===== src/rtl/seq_calc_unit.sv =====
// Handshaked add/sub/mul/div unit; divide is a WIDTH-cycle restoring divider.
// Optional macro SEQ_CALC_SUB_SAT_EN: subtract saturates at zero instead of wrapping.
module seq_calc_unit #(
   parameter int WIDTH = 6
) (
   input  logic               clk,
   input  logic               rstb,
   input  logic               i_valid,
   input  logic [1:0]         i_op,
   input  logic [WIDTH-1:0]   i_data1,
   input  logic [WIDTH-1:0]   i_data2,
   output logic               o_ready,
   output logic               o_valid,
   output logic [2*WIDTH-1:0] o_result,
   output logic [WIDTH-1:0]   o_rem,
   output logic               o_dz
);

   localparam int CW = $clog2(WIDTH + 1);

   localparam logic [1:0] OP_ADD = 2'b00;
   localparam logic [1:0] OP_SUB = 2'b01;
   localparam logic [1:0] OP_MUL = 2'b10;
   localparam logic [1:0] OP_DIV = 2'b11;

   typedef enum logic [1:0] {
      IDLE = 2'd0,
      DIV  = 2'd1,
      DONE = 2'd2
   } state_t;

   state_t             state;
   state_t             state_nx;
   logic               accept;
   logic               last;
   logic               div_go;
   logic               b_zero;

   logic [WIDTH-1:0]   divisor;
   logic [WIDTH-1:0]   quo;
   logic [WIDTH-1:0]   part;
   logic [CW-1:0]      cnt;

   logic [WIDTH:0]     sum;
   logic [WIDTH:0]     diff;
   logic [2*WIDTH-1:0] prod;
   logic [2*WIDTH-1:0] fast_res;

   logic [WIDTH:0]     shifted;
   logic [WIDTH:0]     trial;
   logic               fits;
   logic [WIDTH-1:0]   part_nx;
   logic [WIDTH-1:0]   quo_nx;

   assign b_zero = (i_data2 == '0);
   assign div_go = (i_op == OP_DIV) && !b_zero;

   // Single-cycle results computed straight from the request operands
   always_comb begin
      sum      = {1'b0, i_data1} + {1'b0, i_data2};
      diff     = {1'b0, i_data1} - {1'b0, i_data2};
`ifdef SEQ_CALC_SUB_SAT_EN
      if (i_data2 > i_data1) begin
         diff = '0;
      end
`endif
      prod     = {{WIDTH{1'b0}}, i_data1} * {{WIDTH{1'b0}}, i_data2};
      fast_res = '0;
      unique case (i_op)
         OP_ADD:  fast_res = {{(WIDTH-1){1'b0}}, sum};
         OP_SUB:  fast_res = {{(WIDTH-1){1'b0}}, diff};
         OP_MUL:  fast_res = prod;
         default: fast_res = {{WIDTH{1'b0}}, {WIDTH{1'b1}}};
      endcase
   end

   // One restoring-division step: shift in next dividend bit, try subtract
   always_comb begin
      shifted = {part, quo[WIDTH-1]};
      trial   = shifted - {1'b0, divisor};
      fits    = (shifted >= {1'b0, divisor});
      part_nx = fits ? trial[WIDTH-1:0] : shifted[WIDTH-1:0];
      quo_nx  = {quo[WIDTH-2:0], fits};
   end

   // State register
   always_ff @(posedge clk or negedge rstb) begin
      if (!rstb) begin
         state <= IDLE;
      end else begin
         state <= state_nx;
      end
   end

   // Next-state logic and handshake outputs
   always_comb begin
      state_nx = state;
      o_ready  = 1'b0;
      o_valid  = 1'b0;
      accept   = 1'b0;
      last     = 1'b0;
      unique case (state)
         IDLE: begin
            o_ready = 1'b1;
            accept  = i_valid;
            if (i_valid) begin
               state_nx = div_go ? DIV : DONE;
            end
         end
         DIV: begin
            last = (cnt == CW'(WIDTH - 1));
            if (last) begin
               state_nx = DONE;
            end
         end
         DONE: begin
            o_valid  = 1'b1;
            state_nx = IDLE;
         end
         default: state_nx = IDLE;
      endcase
   end

   // Operand capture, divider iteration and result registers
   always_ff @(posedge clk or negedge rstb) begin
      if (!rstb) begin
         divisor  <= '0;
         quo      <= '0;
         part     <= '0;
         cnt      <= '0;
         o_result <= '0;
         o_rem    <= '0;
         o_dz     <= 1'b0;
      end else if (accept) begin
         divisor <= i_data2;
         quo     <= i_data1;
         part    <= '0;
         cnt     <= '0;
         if (i_op != OP_DIV) begin
            o_result <= fast_res;
            o_rem    <= '0;
            o_dz     <= 1'b0;
         end else if (b_zero) begin
            o_result <= fast_res;
            o_rem    <= i_data1;
            o_dz     <= 1'b1;
         end
      end else if (state == DIV) begin
         part <= part_nx;
         quo  <= quo_nx;
         cnt  <= cnt + CW'(1);
         if (last) begin
            o_result <= {{WIDTH{1'b0}}, quo_nx};
            o_rem    <= part_nx;
            o_dz     <= 1'b0;
         end
      end
   end

endmodule


===== config.mk =====
export PLATFORM = sky130hd
export DESIGN_NAME = seq_calc_unit
export DESIGN_NICKNAME = d
export VERILOG_FILES = /design/src/rtl/seq_calc_unit.sv
export SDC_FILE = /design/constraint.sdc
export NUM_CORES = 1
export LEC_CHECK = 0
export BUFFER_PORTS_ARGS = -buffer_cell sky130_fd_sc_hd__buf_2
export CORE_MARGIN = 3
export CORE_UTILIZATION = 32
export CTS_CLUSTER_SIZE = 16
export DETAILED_ROUTE_END_ITERATION = 16
export PLACE_DENSITY = 0.53
export SLEW_MARGIN = 20
export SYNTH_ARGS = -nofsm -noshare
export SYNTH_HDL_FRONTEND = slang
export SYNTH_SLANG_ARGS = --single-unit

===== constraint.sdc =====
create_clock -name clk -period 2.45 [get_ports clk]
set_clock_uncertainty 0.15 [all_clocks]
set_input_delay 0.735 -clock clk [delete_from_list [all_inputs] [get_ports clk]]
set_output_delay 0.735 -clock clk [all_outputs]
set_load 0.005 [all_outputs]

==> results of run 1 <==
==> final cells by class <==
cell class              count  area [sq um]  share of cell area [%]
multi-input cells         322          2780                    54.3
flip-flops and latches     42          1050                    20.5
inverters                  43           166                    3.25
repair buffers            103           796                    15.5
clock buffers               6           139                    2.71
clock inverters             2          12.5                   0.244
well taps                 140           175                    3.42
==> path summary, 6_finish.rpt <==
kind	from	endpoint	slack (ns)	depth (start not counted)
worst max register to register	divisor[4]$_DFFE_PN0P_	o_rem[2]$_DFFE_PN0P_	0.09	9
min in group clk	o_rem[4]$_DFFE_PN0P_	o_rem[4]$_DFFE_PN0P_	0.35	1
max in group asynchronous	rstb	state[0]$_DFFE_PN0P_	1.41	2
worst min register to register	o_rem[4]$_DFFE_PN0P_	o_rem[4]$_DFFE_PN0P_	0.35	1
worst max-delay path	i_data2[2]	o_result[11]$_DFFE_PN0P_	-1.32	14
worst min-delay path	rstb	part[5]$_DFFE_PN0P_	0.25	1
==> per-layer routing <==
metal | routed length [um] | vias to the layer above | share of wire, % | track usage (%)
met2 | 4640 | 68 | 46 | 24.7
met5 | 0 | - | 0 | 0
met1 | 4970 | 1556 | 49 | 23.3
met4 | 33 | 0 | 0.33 | 2.40
met3 | 422 | 2 | 4.2 | 2.62
li1 | - | 1637 | - | -
==> timing repair <==
| action | CTS | global route |
|---|---|---|
| hold buffers | 0 | 0 |
| gates resized for setup | 49 | 55 |
| setup endpoints to repair | 15 | 19 |
| setup buffers | 2 | 8 |
| gates cloned | 0 | 0 |
| pin swaps | 36 | 19 |
==> worst reg2reg max path, delay by kind of cell (launching register included) <==
family                     cells  cell delay, ns
AOI/OAI and AO/OA              4            0.86
muxes                          1            0.36
DFF                            1            0.35
adders and majority gates      1            0.25
buffers and inverters          2            0.24
and+or+nand+nor                1            0.05
==> metrics by stage <==
| step | TNS, ns | setup slack (ns) | cell area, sq um | hold WS [ns] |
|---|---|---|---|---|
| global placement | -16.36 | -1.73 | 4480 | 0.313 |
| CTS | -9.69 | -1.35 | 4830 | 0.258 |
| detailed placement | -16.08 | -1.72 | 4480 | 0.327 |
| global route | -10.65 | -1.41 | 5120 | 0.271 |
| finish | -9.52 | -1.32 | 5120 | 0.248 |
| floorplan | -10.43 | -1.56 | 3790 | 0.289 |
==> cell usage in the layout (no fill, tap or decap), types with 5 or more instances in the layout <==
cell | netlist | final
a22o_1 | 5 | 5
fa_1 | 19 | 16
and2_1 | 19 | 13
buf_2 | 2 | 28
o21a_1 | 8 | 8
nand2_1 | 46 | 42
nor2b_1 | 10 | 6
a22oi_1 | 5 | 5
buf_4 | 0 | 55
dfrtp_1 | 42 | 42
inv_2 | 0 | 5
o21ai_0 | 37 | 27
nand2b_1 | 9 | 8
a21oi_1 | 18 | 15
and2_4 | 0 | 6
xnor2_1 | 8 | 8
o21ai_2 | 0 | 5
ha_4 | 0 | 9
nor2_1 | 38 | 31
ha_1 | 36 | 26
buf_6 | 0 | 16
nor2_2 | 0 | 6
o21ai_1 | 1 | 5
clkbuf_16 | 0 | 5
inv_1 | 43 | 36
==> power breakdown <==
| group | internal (W) | switching, W |
|---|---|---|
| combinational | 0.00164 | 0.00169 |
| sequential | 0.000993 | 0.000203 |
| clock | 0.000403 | 0.000262 |
| total | 0.00304 | 0.00216 |
==> flip-flops by register name, indices dropped and copies added, names as in the netlist <==
register  count
part          6
o_rem         6
divisor       6
cnt           3
quo           6
o_result     12
state         2
o_dz          1
==> cells by family (layout without fill, tap and decap cells) <==
logic type	after synthesis	after routing
adder cells (fa/ha/maj)	55	55
buffers and inverters	59	154
AND/OR/NAND/NOR	139	139
flip-flops	42	42
XOR/XNOR	13	13
AO/OA/AOI/OAI	107	107
multiplexers	8	8
==> flow_summary.toml, run 1 <==
[outcome]
violations = "setup timing"
status = "complete, but fails checks"

[logic_synthesis]
synth_top_area_share_pct = 28.6
synth-seq-cells = 42
ys_seq_area_share_pct = 28.6
yosysMostFrequentCell = "nand2_1"
postSynthAreaPerCell_sq_um = 8.69
syn_area_sq_mm = 0.00368
ys_types = 51
ys_warn_count = 0
async_flop_share_pct = 100
synth_common_cells = "46 x nand2_1, 43 x inv_1, 42 x dfrtp_1"
synthSimpleGateAreaFrac_pct = 18.1
syn_nets = 495
synth-edff-count = 0
synth_xor_area_share_pct = 3.10
synth_area_leaders = "dfrtp_1 29%, ha_1 12%, fa_1 10%"
ys.flop_type = "dfrtp_1"
yosysTopAreaCell = "dfrtp_1"
synthCells = 423
synth_compound_area_share_pct = 19.3
synth_top_family_by_area = "adder cells"
synthAdderAreaFrac_pct = 22.6
synthMuxAreaShare_pct = 2.21

[die]
ios = 38
rows = 38
core_sq_mm = 0.0110
start_util_pct = 33.3
die_w_um = 113
die_area_sq_mm = 0.0128
die_h_um = 113

[critical_path]
cp_max_fo = 5
critPathCaptureType = "register"
startpoint_type = "primary input"
cp_top_family = "adder cells"
cpMaxStageDelayCell = "fa_1"
crit_path_max_incr_delay_ns = 0.52
cp_num_buf_inv = 3
cp.arrival_ns = 3.79
crit_top_cell = "fa_1"
cp.required_ns = 2.47
crit_chain = "buf_8 -> and2_4 -> fa_1 -> inv_1 -> fa_1 -> fa_1 -> inv_2 -> ha_4 -> nor2b_4 -> nor3_4 -> o21bai_2 -> a21o_1 -> a211o_1 -> a22o_1"
critPathKind = "primary input to register"

[timing]
fin_ws_ns = -1.32
tightest_slew_ns = 0.571
period_needed_ns = 3.77
setup_violations = 10
hold_violations = 0
timing.final.crit_share_pct = 154
slew_violations = 0
relSlewSlack_pct = 61.8
rsz0062_at_grt = "yes"
fmax_ghz = 0.265

[clocking]
insertion_delay_ns = 0.28
clockBufferDepth = 2
cts-root-buf = "clkbuf_16"
clk_pin_slew_ns = 0.06
cts_max_level = 2
clock-sinks = 42
cts_buffers = 5
cts_tree = "built"

[final_layout]
postLayoutCoreUtil_pct = 46.4
fin_nets = 589
fill_cells = 1076
diodes = 0
area_growth_pct = 39.4
drive_gt1_share_pct = 35.7
stdcell_count = 658

[routing]
vias_per_cell = 4.96
dr.pass1.iters = 5
ant_nets = 0
dr_total_vias = 3263
wirelength_mm = 10.1
drtIter0Drc = 156
wire_per_inst_um = 15.3
drc = 0

[global_routing]
grt_pass1_wl_mm = 16.4
track_usage_pct = 15.8
overflow = 0
antenna_found_initial = 0
grt_pass1_vias = 3271
grt_max_degree = 34

[pwr]
power.density_mw_per_mm2 = 1010
p_leak_nw = 2.41
ir_worst_vdd_uv = 463
fin_total_pwr_w = 0.00519

[placed_design]
hpwl_mm = 7.79
dp_cells = 640
globalplace.congestion = 0.858
portBuffers = 37

[worst_hold_path]
hold_class = "primary input to asynchronous set/reset pin"

[run]
maxCapViolCount = 0
(Power assumes the default switching activity.)
==> run 2, diff against run 1 <==
--- a/config.mk
+++ b/config.mk
@@ -5,6 +5,7 @@
 export SDC_FILE = /design/constraint.sdc
 export NUM_CORES = 1
 export LEC_CHECK = 0
+export ABC_AREA = 1
 export BUFFER_PORTS_ARGS = -buffer_cell sky130_fd_sc_hd__buf_2
 export CORE_MARGIN = 3
 export CORE_UTILIZATION = 32
==> flow_summary.toml, run 2 <==
[run]
maxCapViolCount = 0

[die]
die_h_um = 115
ios = 38
rows = 39
core_sq_mm = 0.0115
start_util_pct = 33.1
die_w_um = 115
die_area_sq_mm = 0.0133

[clocking]
clk_pin_slew_ns = 0.06
cts_max_level = 2
insertion_delay_ns = 0.29
cts_hold_buf = 0
clockBufferDepth = 2
cts_tree = "built"
cts_buffers = 5
cts-root-buf = "clkbuf_16"
clock-sinks = 42

[pwr]
p_leak_nw = 2.80
ir_worst_vdd_uv = 333
power.density_mw_per_mm2 = 944

[routing]
vias_per_cell = 4.58
dr_total_vias = 3450
drtIter0Drc = 174
wire_per_inst_um = 12.7
drc = 0
wirelength_mm = 9.58
ant_nets = 0
dr.pass1.iters = 4

[logic_synthesis]
yosysTopAreaCell = "dfrtp_1"
ys.flop_type = "dfrtp_1"
postSynthAreaPerCell_sq_um = 7.37
ys_warn_count = 0
syn_area_sq_mm = 0.00382
ys_types = 38
synth_area_leaders = "dfrtp_1 28%, nand2_1 13%, ha_1 12%"
synthCells = 518
synth_top_area_share_pct = 27.5
async_flop_share_pct = 100
ys_seq_area_share_pct = 27.5
synth_common_cells = "128 x nand2_1, 107 x inv_1, 42 x dfrtp_1"
synth-edff-count = 0
syn_nets = 590
synth-seq-cells = 42
yosysMostFrequentCell = "nand2_1"

[critical_path]
cp_num_buf_inv = 5
crit_top_cell = "fa_1"
cp.required_ns = 2.48
crit_chain = "buf_12 -> nand2_4 -> inv_2 -> fa_1 -> fa_1 -> inv_1 -> fa_1 -> inv_2 -> ha_4 -> a21oi_4 -> o21ai_4 -> buf_6 -> xor2_2 -> a22o_1"
cpMaxStageDelayCell = "fa_1"
critPathKind = "primary input to register"
cp_max_fo = 5
crit_path_max_incr_delay_ns = 0.49
critPathCaptureType = "register"
cp.arrival_ns = 3.46
cp_top_family = "adder cells"
startpoint_type = "primary input"

[final_layout]
seqCellArea_sq_mm = 0.00105
largest_register = "o_result"
drive_gt1_share_pct = 32.6
area_growth_pct = 37.9
multiInputGateArea_sq_mm = 0.00260
mostFrequentLayoutCell = "nand2_1"
fin_nets = 682
diodes = 0
mostFrequentLayoutCells = "110 x nand2_1, 90 x inv_1, 48 x buf_4, 42 x dfrtp_1, 29 x nor2_1"
fill_cells = 1139
largest_reg_flops = 12
design_area_sq_mm = 0.00526

[timing]
period_needed_ns = 3.44
fin_ws_ns = -0.988
hold-worst-slack_ns = 0.256
hold_violations = 0
tns_ns = -7.00
slew_violations = 0
fmax_ghz = 0.291
setup_violations = 9
relSlewSlack_pct = 72.5
timing.final.crit_share_pct = 140
rsz0062_at_grt = "yes"
tightest_slew_ns = 0.411

[placed_design]
pre_cts_ws_ns = -1.30
postPlaceCellArea_sq_mm = 0.00462
portBuffers = 37
hpwl_mm = 7.82
globalplace.congestion = 0.829

[global_routing]
grt_pass1_wl_mm = 16.7
grt_max_degree = 43
grt_pass1_vias = 3549
track_usage_pct = 15.6
overflow = 0
antenna_found_initial = 0

[worst_hold_path]
hold_class = "primary input to asynchronous set/reset pin"

[outcome]
violations = "setup timing"
status = "complete, but fails checks"
==> run 2: cell type report <==
| cell class | count | share of cell area (%) |
|---|---|---|
| Inverter | 113 | 8.16 |
| Clock buffer | 6 | 2.45 |
| Sequential cell | 42 | 20.0 |
| Clock inverter | 2 | 0.713 |
| Multi-Input combinational cell | 350 | 49.5 |
| Timing Repair Buffer | 98 | 15.9 |
| Tap cell | 143 | 3.40 |
==> run 2: repair_timing <==
item | 4_1_cts | 5_1_grt
endpoints found under the setup margin | 11 | 14
resized for setup | 55 | 55
pin swaps | 29 | 37
setup buffers | 3 | 4
==> run 2: report_power, final <==
part           switching, W  internal [W]  leakage, nW
logic               0.00172       0.00130         2.20
registers          0.000193       0.00101        0.520
clock network      0.000270      0.000481       0.0771
==> run 2: cell families after synthesis <==
family / synth area share, %
simple gates: 22.7
buf+inv: 13.0
compound gates: 12.5
fa+ha+maj: 21.8
flops: 27.5
xor+xnor: 2.52
==> run 2: path summary, 6_finish.rpt <==
path                       slack, ns                start                       to  cells past startpoint
hold reg to reg                 0.32   cnt[2]$_DFFE_PN0P_       cnt[2]$_DFFE_PN0P_                      1
min in group clk                0.32   cnt[2]$_DFFE_PN0P_       cnt[2]$_DFFE_PN0P_                      1
hold / removal                  0.26                 rstb      part[5]$_DFFE_PN0P_                      2
setup reg to reg                0.32  part[1]$_DFFE_PN0P_      part[2]$_DFFE_PN0P_                     10
max in group asynchronous       1.67                 rstb         o_dz$_DFFE_PN0P_                      2
setup / recovery               -0.99           i_data2[4]  o_result[7]$_DFFE_PN0P_                     14
==> run 2: routing by layer <==
layer | vias up | routed length (um) | track usage [%]
met3 | 10 | 280 | 1.95
met1 | 1587 | 4540 | 20.5
met2 | 55 | 4610 | 27.0
met5 | - | 0 | 0
li1 | 1798 | - | -
met4 | 0 | 153 | 4.38
==> run 2: through the flow <==
stage	total power, W	utilization [%]	cells
finish	0.00497	45.7	754
global route	0.00551	45.7	754
CTS	0.00490	43.5	750
detailed placement	0.00402	40.2	739
global placement	0.00399	40.2	739
floorplan	0.00314	-	518
